<file path="src/rtl/bpsk_pkg.sv">
// ============================================================================
//  Module   : bpsk_pkg
//  Purpose  : Shared state encoding and default timing constants for the
//             BPSK transmit scheduler.
//  Revision : 1.0
// ============================================================================
`default_nettype none

package bpsk_pkg;

    typedef enum logic [1:0] {
        IDLE = 2'd0,
        PRE  = 2'd1,
        DATA = 2'd2
    } state_t;

    localparam int         CLK_HZ          = 48000000;
    localparam int         CAR_HALF_DEF    = 3000000;
    localparam int         CYC_PER_BIT_DEF = 8;
    localparam logic [7:0] PREAMBLE_DEF    = 8'b10101010;

    // Counter width that stays legal when a count range degenerates to one value.
    function automatic int ctr_w(input int n);
        return (n > 1) ? $clog2(n) : 1;
    endfunction

endpackage

`default_nettype wire

</file>
<file path="src/rtl/bpsk_carrier_gen.sv">
// ============================================================================
//  Module   : bpsk_carrier_gen
//  Purpose  : Square-wave carrier with per-cycle and per-bit tick strobes.
//  Revision : 1.0
// ============================================================================
`default_nettype none

module bpsk_carrier_gen
    import bpsk_pkg::*;
#(
    parameter int CAR_HALF    = CAR_HALF_DEF,
    parameter int CYC_PER_BIT = CYC_PER_BIT_DEF
) (
    input  logic clk,
    input  logic rst,
    input  logic enable_i,
    output logic carrier_o,
    output logic bit_tick_o
);

    localparam int            HW        = ctr_w(CAR_HALF);
    localparam int            CW        = ctr_w(CYC_PER_BIT);
    localparam logic [HW-1:0] HALF_LAST = HW'(CAR_HALF - 1);
    localparam logic [CW-1:0] CYC_LAST  = CW'(CYC_PER_BIT - 1);

    logic [HW-1:0] half_q, half_d;
    logic [CW-1:0] cyc_q, cyc_d;
    logic          carrier_q, carrier_d;
    logic          half_wrap, cyc_tick;

    // Ticks are decoded in the cycle before the rising edge so that logic
    // consuming them updates on the very edge where the carrier goes high.
    always_comb begin
        half_wrap  = enable_i && (half_q == HALF_LAST);
        cyc_tick   = half_wrap && !carrier_q;
        bit_tick_o = cyc_tick && (cyc_q == CYC_LAST);
        half_d     = half_wrap ? '0 : half_q + HW'(1);
        carrier_d  = half_wrap ? ~carrier_q : carrier_q;
        cyc_d      = cyc_q;
        if (cyc_tick) begin
            cyc_d = bit_tick_o ? '0 : cyc_q + CW'(1);
        end
        if (!enable_i) begin
            half_d    = '0;
            cyc_d     = '0;
            carrier_d = 1'b0;
        end
    end

    always_ff @(posedge clk) begin
        if (rst) begin
            half_q    <= '0;
            cyc_q     <= '0;
            carrier_q <= 1'b0;
        end else begin
            half_q    <= half_d;
            cyc_q     <= cyc_d;
            carrier_q <= carrier_d;
        end
    end

    assign carrier_o = carrier_q;

endmodule

`default_nettype wire

</file>
<file path="src/rtl/bpsk_tx_sched.sv">
// ============================================================================
//  Module   : bpsk_tx_sched
//  Purpose  : Byte-framing BPSK transmit scheduler; bit changes land on carrier
//             rising edges. Define BPSK_DIFF_ENC_EN for differential encoding.
//  Revision : 1.0
// ============================================================================
`default_nettype none

module bpsk_tx_sched
    import bpsk_pkg::*;
#(
    parameter int         CAR_HALF    = CAR_HALF_DEF,
    parameter int         CYC_PER_BIT = CYC_PER_BIT_DEF,
    parameter logic [7:0] PREAMBLE    = PREAMBLE_DEF,
    parameter int         PRE_LEN     = 8
) (
    input  logic       clk,
    input  logic       rst,
    input  logic       enable,
    input  logic [7:0] byte_data,
    input  logic       byte_valid,
    output logic       byte_ready,
    output logic       carrier,
    output logic       tx_bit,
    output logic       bpsk_mod,
    output logic       busy,
    output logic       frame_done
);

    localparam logic [2:0] PRE_LAST = 3'(PRE_LEN - 1);

    state_t     state_q, state_d;
    logic [2:0] idx_q, idx_d;
    logic [7:0] shift_q, shift_d;
    logic [7:0] hold_q, hold_d;
    logic       hold_full_q, hold_full_d;
    logic       tx_q, tx_d;
    logic       fd_q, fd_d;
    logic       ready_q;
    logic       bit_tick;
    logic       emit, src_bit;
`ifdef BPSK_DIFF_ENC_EN
    logic       dstate_q, dstate_d;
`endif

    bpsk_carrier_gen #(
        .CAR_HALF    (CAR_HALF),
        .CYC_PER_BIT (CYC_PER_BIT)
    ) u_carrier (
        .clk        (clk),
        .rst        (rst),
        .enable_i   (enable),
        .carrier_o  (carrier),
        .bit_tick_o (bit_tick)
    );

    always_comb begin
        state_d     = state_q;
        idx_d       = idx_q;
        shift_d     = shift_q;
        hold_d      = hold_q;
        hold_full_d = hold_full_q;
        tx_d        = tx_q;
        fd_d        = 1'b0;
        emit        = 1'b0;
        src_bit     = 1'b0;
`ifdef BPSK_DIFF_ENC_EN
        dstate_d    = dstate_q;
`endif
        // ready_q is low whenever hold_full_q is set, so accept and load never coincide.
        if (byte_valid && ready_q) begin
            hold_d      = byte_data;
            hold_full_d = 1'b1;
        end
        if (bit_tick) begin
            unique case (state_q)
                IDLE: begin
                    if (hold_full_q) begin
                        state_d = PRE;
                        idx_d   = 3'd0;
                        src_bit = PREAMBLE[7];
                        shift_d = {PREAMBLE[6:0], 1'b0};
                        emit    = 1'b1;
                    end
                end
                PRE, DATA: begin
                    if ((state_q == PRE) ? (idx_q == PRE_LAST) : (idx_q == 3'd7)) begin
                        if (hold_full_q) begin
                            state_d     = DATA;
                            idx_d       = 3'd0;
                            src_bit     = hold_q[7];
                            shift_d     = {hold_q[6:0], 1'b0};
                            hold_full_d = 1'b0;
                            emit        = 1'b1;
                        end else begin
                            state_d = IDLE;
                            idx_d   = 3'd0;
                            tx_d    = 1'b0;
                            fd_d    = 1'b1;
                        end
                    end else begin
                        idx_d   = idx_q + 3'd1;
                        src_bit = shift_q[7];
                        shift_d = {shift_q[6:0], 1'b0};
                        emit    = 1'b1;
                    end
                end
                default: state_d = IDLE;
            endcase
        end
        if (emit) begin
`ifdef BPSK_DIFF_ENC_EN
            dstate_d = (state_q == IDLE) ? 1'b0 : (dstate_q ^ ~src_bit);
            tx_d     = dstate_d;
`else
            tx_d     = src_bit;
`endif
        end
        if (!enable) begin
            state_d     = IDLE;
            idx_d       = 3'd0;
            shift_d     = 8'd0;
            hold_full_d = 1'b0;
            tx_d        = 1'b0;
            fd_d        = 1'b0;
`ifdef BPSK_DIFF_ENC_EN
            dstate_d    = 1'b0;
`endif
        end
    end

    always_ff @(posedge clk) begin
        if (rst) begin
            state_q     <= IDLE;
            idx_q       <= 3'd0;
            shift_q     <= 8'd0;
            hold_q      <= 8'd0;
            hold_full_q <= 1'b0;
            tx_q        <= 1'b0;
            fd_q        <= 1'b0;
            ready_q     <= 1'b0;
`ifdef BPSK_DIFF_ENC_EN
            dstate_q    <= 1'b0;
`endif
        end else begin
            state_q     <= state_d;
            idx_q       <= idx_d;
            shift_q     <= shift_d;
            hold_q      <= hold_d;
            hold_full_q <= hold_full_d;
            tx_q        <= tx_d;
            fd_q        <= fd_d;
            ready_q     <= ~hold_full_d;
`ifdef BPSK_DIFF_ENC_EN
            dstate_q    <= dstate_d;
`endif
        end
    end

    assign byte_ready = ready_q;
    assign tx_bit     = tx_q;
    assign frame_done = fd_q;
    assign busy       = (state_q != IDLE);
    assign bpsk_mod   = busy & (tx_q ? carrier : ~carrier);

endmodule

`default_nettype wire

</file>
<file path="config.mk">
export PLATFORM = sky130hd
export DESIGN_NAME = bpsk_tx_sched
export DESIGN_NICKNAME = d
export VERILOG_FILES = /design/src/rtl/bpsk_pkg.sv /design/src/rtl/bpsk_carrier_gen.sv /design/src/rtl/bpsk_tx_sched.sv
export SDC_FILE = /design/constraint.sdc
export NUM_CORES = 1
export LEC_CHECK = 0
export ABC_CLOCK_PERIOD_IN_PS = 3300
export BUFFER_PORTS_ARGS = -buffer_cell sky130_fd_sc_hd__buf_4
export CORE_MARGIN = 5
export CORE_UTILIZATION = 50
export DETAILED_ROUTE_END_ITERATION = 12
export PLACE_DENSITY_LB_ADDON = 0.2
export SLEW_MARGIN = 30
export SYNTH_ARGS = -nofsm -noshare
export SYNTH_HDL_FRONTEND = slang
export SYNTH_SLANG_ARGS = --single-unit
</file>
<file path="constraint.sdc">
create_clock -name clk -period 3.3 [get_ports clk]
set_input_delay 0.165 -clock clk [delete_from_list [all_inputs] [get_ports clk]]
set_output_delay 0.165 -clock clk [all_outputs]
set_load 0.05 [all_outputs]
</file>
==> results.cfg <==
[die]
dieArea_sq_mm = 0.006448
die_w_um = 80.30
design.core.area_sq_mm = 0.004755
ios = 18
die_y_um = 80.30
start_util = 0.5197
rows = 25

[detailed_routing]
ant_nets = 0
wire_per_inst_um = 12.84
via_per_inst = 5.413
vias = 1992
routed_wl_um = 4724
drc_errors = 0
first_pass_iters = 4
first_iter_violations = 147

[power]
p_leak_nw = 1.028
ir_worst_vdd_mv = 0.2507
power_density_mw_per_mm2 = 369.4
p_total_mw = 1.011

[grt]
grt_pass1_wl_um = 8197
antenna_found_initial = 0
grt_start_max_net_pins = 18
grt_overflow = 0
grt_usage = 0.1593
grt_pass1_vias = 1803

[sta]
hold_viol = 0
finalCritPeriodShare = 0.6619
finalSetupTns_ns = 0
fin_worst_skew_ns = 0.005900
timing.slew.headroom = 0.5877
slew_violations = 0
tightest_slew_ns = 0.6157
period_minus_slack_ns = 2.184
rsz0062_at_grt = no
setup-violations-final = 0
fmax_ghz = 0.4578

[clock_network]
cts-resized-gates = 0
hold_buffers = 0
cts_tree = yes
cts_root_buf = clkbuf_8
clkTransAtPathRegs_ns = 0.09
post_cts_buffers = 0
clockBufferDepth = 2
numCtsBuffers = 5
cts_sinks = 50
clock_latency_ns = 0.30
htreeDepth = 2

[layout]
nNetsFinal = 321
drive_above_1_share = 0.1296
diodes = 0
final_util = 0.5755
syn2layout_area_growth_pct = 10.73

[job]
timing.max_cap.violations = 0

[critical_path]
start_kind = flip-flop
crit_chain = ha_1 -> nand3_2 -> or4_1 -> or4_4 -> a21oi_2
reg2reg_depth = 5
required_ns = 3.55
cp.arrival_ns = 2.43
endpoint_kind = flip-flop
r2r-end = u_carrier.half_q[20]
rr_startpoint = u_carrier.half_q[0]
worstSetupPathType = reg -> reg
cp_slowest_cell = or4_1
slowest_delay_ns = 0.69
r2r_slack_ns = 1.12
cp_max_fo = 9

[worst_hold_path]
hold_start = byte_data[4]
hold_depth = 3
worstHoldEndpoint = hold_q[4]
hold_class = in -> reg

[yosys]
syn_inst = 288
yosys.area_share.adder = 0.04051
synth-xor-area-share = 0.05316
async_flop_share = 0
synthFlopType = dfxtp_1
synth_common_cells = 50 x dfxtp_1, 29 x nand2_1, 25 x nor2_1, 21 x nand3_1, 16 x a21oi_1
yosysTopAreaCell = dfxtp_1
synth.area.mux_share = 0.05063
yosys_warnings = 0
synth-compound-area-share = 0.1038
postSynthAreaPerCell_sq_um = 8.580
yosysMostFrequentCell = dfxtp_1
synth_top_family_by_area = simple AND/OR/NAND/NOR gates
synth_area_sq_mm = 0.002471
synthSimpleGateAreaFrac = 0.3124
synth_fp_nets = 308
yosys_register_bits = 50
synth_cell_type_count = 46
synth_top_area_frac = 0.4051
ys_seq_area_frac = 0.4051
yosys-top-cells-area = dfxtp_1 41%, nand2_1 4.4%, nand3_1 4.3%
synth-edff-count = 0

[place]
port_buffers = 17
dp_hpwl_um = 3393
gp_congestion = 0.7785

[status]
outcome = completed
-- worst max-delay path: cells and delay by family (launching register included) --
| family | cells | cell delay [ns] |
|---|---|---|
| AOI/OAI and AO/OA | 1 | 0.13 |
| adders and majority gates | 1 | 0.21 |
| DFF | 1 | 0.38 |
| and+or+nand+nor | 3 | 1.41 |
-- routing by layer --
layer,part of all wire,up-vias,global-route usage
li1,-,1045,-
met1,0.53,906,0.2289
met2,0.42,37,0.2310
met3,0.042,4,0.03700
met4,0.0093,0,0.05574
met5,0,-,0
-- registers in the layout, summed over array words and instances (netlist names) --
register and cells:
idx_q 3, hold_q 8, u_carrier.carrier_o 1, state_q 2
byte_ready 1, u_carrier.cyc_q 3, u_carrier.half_q 22, frame_done 1
tx_bit 1, shift_q 7, hold_full_q 1
-- cell type report --
cell class | instances | area (sq um)
fill | 451 | 2018
sequential | 50 | 1001
inverter | 7 | 26.28
multi-input combinational | 216 | 1388
tap | 67 | 83.83
timing repair buffer | 21 | 157.7
clock inverter | 1 | 7.507
clock buffer | 6 | 72.57
-- where the power goes --
part | total, mW | internal, mW | switching, mW | leakage (nW)
Clock | 0.347 | 0.146 | 0.201 | 0.0373
Sequential | 0.617 | 0.610 | 0.00738 | 0.404
Combinational | 0.0466 | 0.0203 | 0.0263 | 0.587
Total | 1.01 | 0.776 | 0.235 | 1.03
-- worst max path at each step --
stage	startpoint	endpoint	slack [ns]
after floorplan	u_carrier.half_q[0]	u_carrier.half_q[20]	1.25
after global placement	u_carrier.half_q[0]	u_carrier.half_q[20]	1.17
after detailed placement	u_carrier.half_q[0]	u_carrier.half_q[20]	1.13
after CTS	u_carrier.half_q[0]	u_carrier.half_q[20]	1.11
after global routing	u_carrier.half_q[0]	u_carrier.half_q[20]	1.0
final	u_carrier.half_q[0]	u_carrier.half_q[20]	1.12
-- cells in the final DEF (no fill, tap or decap), drive strengths merged, types with 7 or more instances in the layout --
cell type,instances
and3,7
xnor2,12
buf,21
dfxtp,50
o21ai,11
inv,7
nand4,10
mux2i,8
ha,8
a21oi,17
nand3,22
nand2,29
nor2,25
-- cell families (layout without fill, tap and decap cells) --
group                    after synthesis  count (layout)
AND/OR/NAND/NOR                      140             140
flip-flops                            50              50
adder cells (fa/ha/maj)                8               8
multiplexers                          12              12
XOR/XNOR                              15              15
buffers and inverters                 22              35
AO/OA/AOI/OAI                         41              41
-- per-stage QoR --
stage | setup WS [ns] | instance area (sq um) | hold WS, ns | cells
2_1_floorplan | 1.250 | 2471 | 0.3125 | 288
3_3_place_gp | 1.170 | 2654 | 0.4326 | 361
3_5_place_dp | 1.131 | 2654 | 0.4347 | 361
4_1_cts | 1.110 | 2734 | 0.1083 | 368
5_1_grt | 0.9953 | 2736 | 0.1021 | 368
6_report | 1.116 | 2736 | 0.1139 | 368
Power figures use the tool's default switching activity.
